File: src/rtl/sat_mux_ctrl.sv
// Two-requester round-robin pass mux with an armed all-ones saturation burst.
// IDLE arbitrates; SAT forces y to all-ones for sat_len+1 cycles; RECOVER is one dead cycle.
module sat_mux_ctrl #(
  parameter int DW = 16,
  parameter int LW = 4
) (
  input  logic          clk,
  input  logic          rst_n,
  input  logic          req0,
  input  logic [DW-1:0] data0,
  input  logic          req1,
  input  logic [DW-1:0] data1,
  input  logic          sat_req,
  input  logic          arm,
  input  logic [LW-1:0] sat_len,
  output logic [DW-1:0] y,
  output logic          y_valid,
  output logic          gnt0,
  output logic          gnt1,
  output logic          sat_active,
  output logic [7:0]    sat_count,
  output logic [1:0]    dbg_state
);

  typedef enum logic [1:0] {
    IDLE    = 2'd0,
    SAT     = 2'd1,
    RECOVER = 2'd2
  } state_t;

  state_t        state;
  logic [LW-1:0] cnt;
  logic          prio;   // 0: requester 0 wins a tie, 1: requester 1 wins
  logic          pick0;
  logic          pick1;

  assign dbg_state = state;

  // Handshake: reqk is held until gntk pulses; the grant pulse and datak
  // (sampled on the granting edge) appear together on the cycle after the grant.
  always_comb begin
    pick0 = 1'b0;
    pick1 = 1'b0;
    if (req0 && (!req1 || !prio)) pick0 = 1'b1;
    else if (req1)                pick1 = 1'b1;
  end

  always_ff @(posedge clk or negedge rst_n) begin
    if (!rst_n) begin
      state      <= IDLE;
      cnt        <= '0;
      prio       <= 1'b0;
      y          <= '0;
      y_valid    <= 1'b0;
      gnt0       <= 1'b0;
      gnt1       <= 1'b0;
      sat_active <= 1'b0;
      sat_count  <= 8'd0;
    end else begin
      gnt0 <= 1'b0;
      gnt1 <= 1'b0;
      case (state)
        IDLE: begin
          if (sat_req && arm) begin
            state      <= SAT;
            cnt        <= sat_len;
            y          <= '1;
            y_valid    <= 1'b1;
            sat_active <= 1'b1;
          end else begin
            y_valid <= pick0 | pick1;
            if (pick0) begin
              y    <= data0;
              gnt0 <= 1'b1;
              prio <= 1'b1;
            end else if (pick1) begin
              y    <= data1;
              gnt1 <= 1'b1;
              prio <= 1'b0;
            end
          end
        end
        SAT: begin
          if (!arm || cnt == '0) begin
            state      <= RECOVER;
            y_valid    <= 1'b0;
            sat_active <= 1'b0;
            if (arm && sat_count != 8'hFF) sat_count <= sat_count + 8'd1;
          end else begin
            cnt <= cnt - LW'(1);
          end
        end
        RECOVER: begin
          // The dead cycle is the one spent in RECOVER; its closing edge already
          // arbitrates passes (never saturation) so a waiting requester lands next.
          state   <= IDLE;
          y_valid <= pick0 | pick1;
          if (pick0) begin
            y    <= data0;
            gnt0 <= 1'b1;
            prio <= 1'b1;
          end else if (pick1) begin
            y    <= data1;
            gnt1 <= 1'b1;
            prio <= 1'b0;
          end
        end
        default: begin
          state      <= IDLE;
          y_valid    <= 1'b0;
          sat_active <= 1'b0;
        end
      endcase
    end
  end

endmodule
File: config.mk
export PLATFORM = sky130hd
export DESIGN_NAME = sat_mux_ctrl
export DESIGN_NICKNAME = d
export VERILOG_FILES = /design/src/rtl/sat_mux_ctrl.sv
export SDC_FILE = /design/constraint.sdc
export NUM_CORES = 1
export LEC_CHECK = 0
export ABC_AREA = 1
export CORE_MARGIN = 8
export CORE_UTILIZATION = 48
export DETAILED_ROUTE_END_ITERATION = 6
export GPL_TIMING_DRIVEN = 0
export PLACE_DENSITY = 0.95
export SYNTH_ARGS = -nofsm -noshare
export SYNTH_HDL_FRONTEND = slang
export SYNTH_SLANG_ARGS = --single-unit
File: constraint.sdc
create_clock -name clk -period 1.9 [get_ports clk]
set_input_delay 0.38 -clock clk [delete_from_list [all_inputs] [get_ports clk]]
set_output_delay 0.38 -clock clk [all_outputs]
set_load 0.02 [all_outputs]
## Yosys cells after proc, flatten, opt, wreduce, memory -nomap -nowiden

Index checks and enable logic that the tools add are counted.

| operators by class | value |
|---|---|
| multiplexer cells | 29 |
| add/subtract/negate cells | 2 |
| equality and inequality tests | 7 |
| bitwise gates (word level) | 2 |
| reduce and logical (&&, ||, !) cells | 17 |

Operator list:

| cell | number |
|---|---|
| $mux W16 | 3 |
| $pmux W16 S2 | 1 |
| $mux W1 | 14 |
| $reduce_and A3 Y1 | 3 |
| $add A8 B1 Y8 const B | 1 |
| $mux W4 | 2 |
| $ne A2 B2 Y1 const B | 4 |
| $ne A8 B8 Y1 const B | 1 |
| $pmux W4 S2 | 1 |
| $pmux W1 S2 | 3 |
| $pmux W1 S3 | 2 |
| $logic_not A4 Y1 | 1 |
| $mux W2 | 2 |
| $pmux W2 S2 | 1 |
| $reduce_and A2 Y1 | 2 |
| $reduce_bool A2 Y1 | 2 |
| $sub A4 B1 Y4 const B | 1 |
| $logic_and A1 B1 Y1 | 3 |
| $logic_not A1 Y1 | 3 |
| $eq A2 B1 Y1 const B | 1 |
| $eq A2 B2 Y1 const B | 1 |
| $logic_not A2 Y1 | 1 |
| $logic_or A1 B1 Y1 | 2 |
| $not A1 Y1 | 1 |
| $or A1 B1 Y1 | 1 |

| storage, ports and cells | value |
|---|---|
| input bits | 42 |
| output and inout port bits | 30 |
| word-level logic and storage cells | 66 |
| register bits | 35 |

## Logic depth before layout (Yosys ltp)

| depth | value |
|---|---|
| depth after elaboration | 8 |
| depth in mapped cells | 9 |
| mapped depth without buffers | 8 |

## Worst setup path after synthesis

OpenSTA, ideal clock, no wires.

| timing | value |
|---|---|
| path type | register -> register |
| start point | reg sat_count[0] |
| end point | reg sat_count[3] |
| arrival time | 1255 ps |
| setup slack | 527 ps |
| stages on the path, launching flop included | 8 |
| period minus slack after synthesis | 1373 ps |
| buffers on the path | 0 |
| cells stage by stage | dfrtp_1 ha_1 inv_1 nor2_1 a21boi_0 nand2_2 nand2_1 nand2_1 |

| on the way | value |
|---|---|
| longest elaborated chain between the ends | 3 |

Ends and longest elaborated chain:

| item | RTL line | RTL |
|---|---|---|
| from (decl) | 21 | `output logic [7:0] sat_count,` |
| from (signal assigned) | 88 | `if (arm && sat_count != 8'hFF) sat_count <= sat_count + 8'd1;` |
| parallel branches: the longest is 3 deep, another holds $add A8 B1 Y8 | -- |  |

Several ways; the timed one is not identified.
A chain may end at the register's enable or synchronous reset.

## Final worst setup path

| timing | value |
|---|---|
| start point | reg sat_count[2] |
| end point | out sat_count[2] |

No word-level cell between the ends.

==> run_results.csv <==
group,metric,value,unit
timing,fin_skew,0.00557,ns
synth,synth_top_cells_by_area,"dfrtp_1 (44%), nand2_1 (23%), nand3_1 (7.0%), nand3_2 (5.0%), inv_1 (2.1%)",
synth,synth.most_common_cell,"nand2_1",
worst_setup_path,cp_data_required_time,1.52,ns
clocking,maximum_root_to_sink_buffer_count,2,
detailed_routing,avgRoutedWirePerCell,13.6,um
synth,ys.warnings.count,0,
worst_setup_path,timing.critical_path.buf_inv,1,
timing,period_minus_slack,1.81,ns
die,fp.dieArea,6480,um2
final_layout,area.sequential,876,um2
detailed_routing,detail_route.iter0.violations,82,
placed_design,detailed_place_hpwl,4.03,mm
clocking,cts_root_buffer,"clkbuf_8",
die,design.core.area,4000,um2
final_layout,flow.area_growth_from_synthesis,43.0,%
worst_setup_path,setup.worst_path.start_class,"flip-flop",
die,initial_core_util,49.9,%
final_layout,antenna_cells_inserted,0,
detailed_routing,dr_total_vias,1954,
worst_setup_path,crit_path_top_delay_cell,"clkdlybuf4s50_1",
flow_run,max_cap_viol_count,0,
pwr,power.density_cell_area,1220,nW/um2
detailed_routing,antenna_left,0,
pwr,total_power,3480,uW
synth,seq_area_frac_synth,43.9,%
timing,maxClockFrequency,0.552,GHz
synth,postSynthCellCount,262,
worst_setup_path,critical_path_capture_point_type,"output port",
synth,synth_edf_count,0,
timing,unrepaired_setup_endpoints_after_global_routing,"false",
clocking,tritoncts.num_buffers,5,
global_route,grt_pass1_wl,8.56,mm
hold_path,hold_path_class,"in -> async",
clocking,cts_htree_levels,2,
timing,fin_ws,0.0870,ns
synth,synth.cells.most_frequent,"nand2_1 (124), dfrtp_1 (35), nand3_1 (28)",
synth,synth-seq-cells,35,
worst_setup_path,criticalPathCategory,"reg -> out",
final_layout,num-fill-cells,317,
pwr,peakVddDrop,0.636,mV
pwr,leakagePower,0.00140,uW
die,placement_rows,23,
synth,async_reset_ff_share,100,%
timing,timing.final.crit_share,95.4,%
die,ioPinCount,72,
detailed_routing,drc_violation_count_after_routing,0,
global_route,largest_net_degree_at_the_start_of_global_routing,36,
synth,syn_area_per_cell,7.62,um2
status,status,"completed",
clocking,cts.repair_timing.setup_buffer_count,0,
synth,synth_top_cell_area_share,43.9,%
final_layout,area_used_by_multi_input_combinational_logic,980,um2
clocking,cts.sink_count,35,
worst_setup_path,cp_data_arrival_time,1.43,ns
clocking,clkSlewWorstSetupHoldPaths,0.07,ns
synth,synth.net_count,306,
global_route,antenna_found_initial,0,
synth,synthesis.area,2000,um2
worst_setup_path,worstPathCellList,"clkdlybuf4s50_1",
global_route,grt_util_all_layers,16.7,%
synth,synthDominantAreaCellType,"dfrtp_1",
detailed_routing,drt-pass1-iter-count,6,
timing,timing_worst_slew_pin_value,0.779,ns
placed_design,port-buffer-count,70,
timing,worst_case_hold_slack,0.170,ns
global_route,grt_pass1_vias,1850,
detailed_routing,route.final.wire_length,5.29,mm
synth,synth.lib_cells_used.distinct,25,
die,die_h,80.5,um
worst_setup_path,crit_family,"buffers and inverters",
final_layout,post_route_cells_drive_above_1_share,12.9,%
die,dieWidth,80.5,um
placed_design,routabilityCongestion,0.769,
timing,final-setup-viol-count,0,
timing,hold_violations,0,
synth,ys.flop_type,"dfrtp_1",
placed_design,placement.cell_area,2760,um2
global_route,grt-ovfl-total,0,
timing,timing.slew.headroom,48.1,%
clocking,cts-hold-fix-buffers,0,
worst_setup_path,crit_path_max_fanout,7,
clocking,worstSkewPairLatency,0.28,ns
timing,slew_violations,0,
clocking,cts_resized,0,
final_layout,nNetsFinal,383,
final_layout,final_area,2860,um2
placed_design,post-place-ws,0.0593,ns
clocking,cts_tree,"yes",
detailed_routing,post_drt_via_cell_ratio,5.01,
worst_setup_path,worst_path_largest_cell_delay,0.66,ns
## final cells by class
class / instances / share of cell area, %
plain buffers: 8 / 2.89
well taps: 50 / 2.19
inverters: 15 / 2.06
flip-flops and latches: 35 / 30.7
repair buffers: 70 / 24.4
multi-input cells: 204 / 34.3
clock buffers: 8 / 3.51
## cells in the final DEF, fill, tap and decap left out, types with 2 or more instances in the layout
master,Yosys,routed
buf_2,3,4
xnor2_1,2,2
clkbuf_8,1,8
buf_6,3,3
xor2_1,2,2
nor2_2,4,4
nand3_2,10,10
nor2_4,2,2
inv_2,3,3
nand2_4,2,2
inv_1,11,11
clkdlybuf4s50_1,0,69
nor2_1,11,11
nand2_2,4,4
dfrtp_1,35,35
ha_1,2,2
o21ai_0,8,8
nand3_1,28,28
nand2_1,124,124
## per-layer routing
metal | part of all wire, % | global-route usage, % | vias up
met5 | 0 | 0 | -
met4 | 1.0 | 5.27 | 0
met3 | 8.9 | 6.25 | 6
met2 | 49 | 27.1 | 70
met1 | 41 | 19.7 | 894
li1 | - | - | 984
## metrics by stage
step / setup TNS, ns / util [%] / std cells
6_report: 0 / 71.4 / 390
5_1_grt: 0 / 71.4 / 390
4_1_cts: 0 / 71.4 / 390
3_5_place_dp: 0 / 68.9 / 382
3_3_place_gp: -10.38 / 69.0 / 382
2_1_floorplan: 0 / - / 262
## report_power, final
part           switching, uW  internal (uW)
logic                    931            754
registers                195           1010
clock network            258            331
## path summary, 6_finish.rpt
| path | startpoint | endpoint | slack (ns) | cells past startpoint |
|---|---|---|---|---|
| hold reg to reg | y[11] | y[11] | 0.48 | 2 |
| setup / recovery | sat_count[2] | sat_count[2] | 0.09 | 1 |
| max in group asynchronous | rst_n | gnt1 | 1.23 | 1 |
| hold / removal | rst_n | cnt[0] | 0.17 | 1 |
| setup reg to reg | cnt[0] | sat_count[5] | 0.39 | 8 |
| min in group clk | y[11] | y[11] | 0.48 | 2 |
## cell families (layout without fill, tap and decap cells)
kind of cell | after synthesis | after routing | synth area share (%)
AOI/OAI and AO/OA | 12 | 12 | 3.51
xor gates and xnor gates | 4 | 4 | 1.75
adders and majority gates | 2 | 2 | 1.25
buffers and inverters | 23 | 101 | 7.08
DFF | 35 | 35 | 43.9
and+or+nand+nor | 186 | 186 | 42.5
## sequential cells by signal, indices dropped and copies added, names as in the netlist
| name | cells |
|---|---|
| cnt | 4 |
| gnt1 | 1 |
| prio | 1 |
| sat_active | 1 |
| y | 16 |
| dbg_state | 2 |
| y_valid | 1 |
| gnt0 | 1 |
| sat_count | 8 |
No activity file was read; power rests on OpenSTA's default activity.
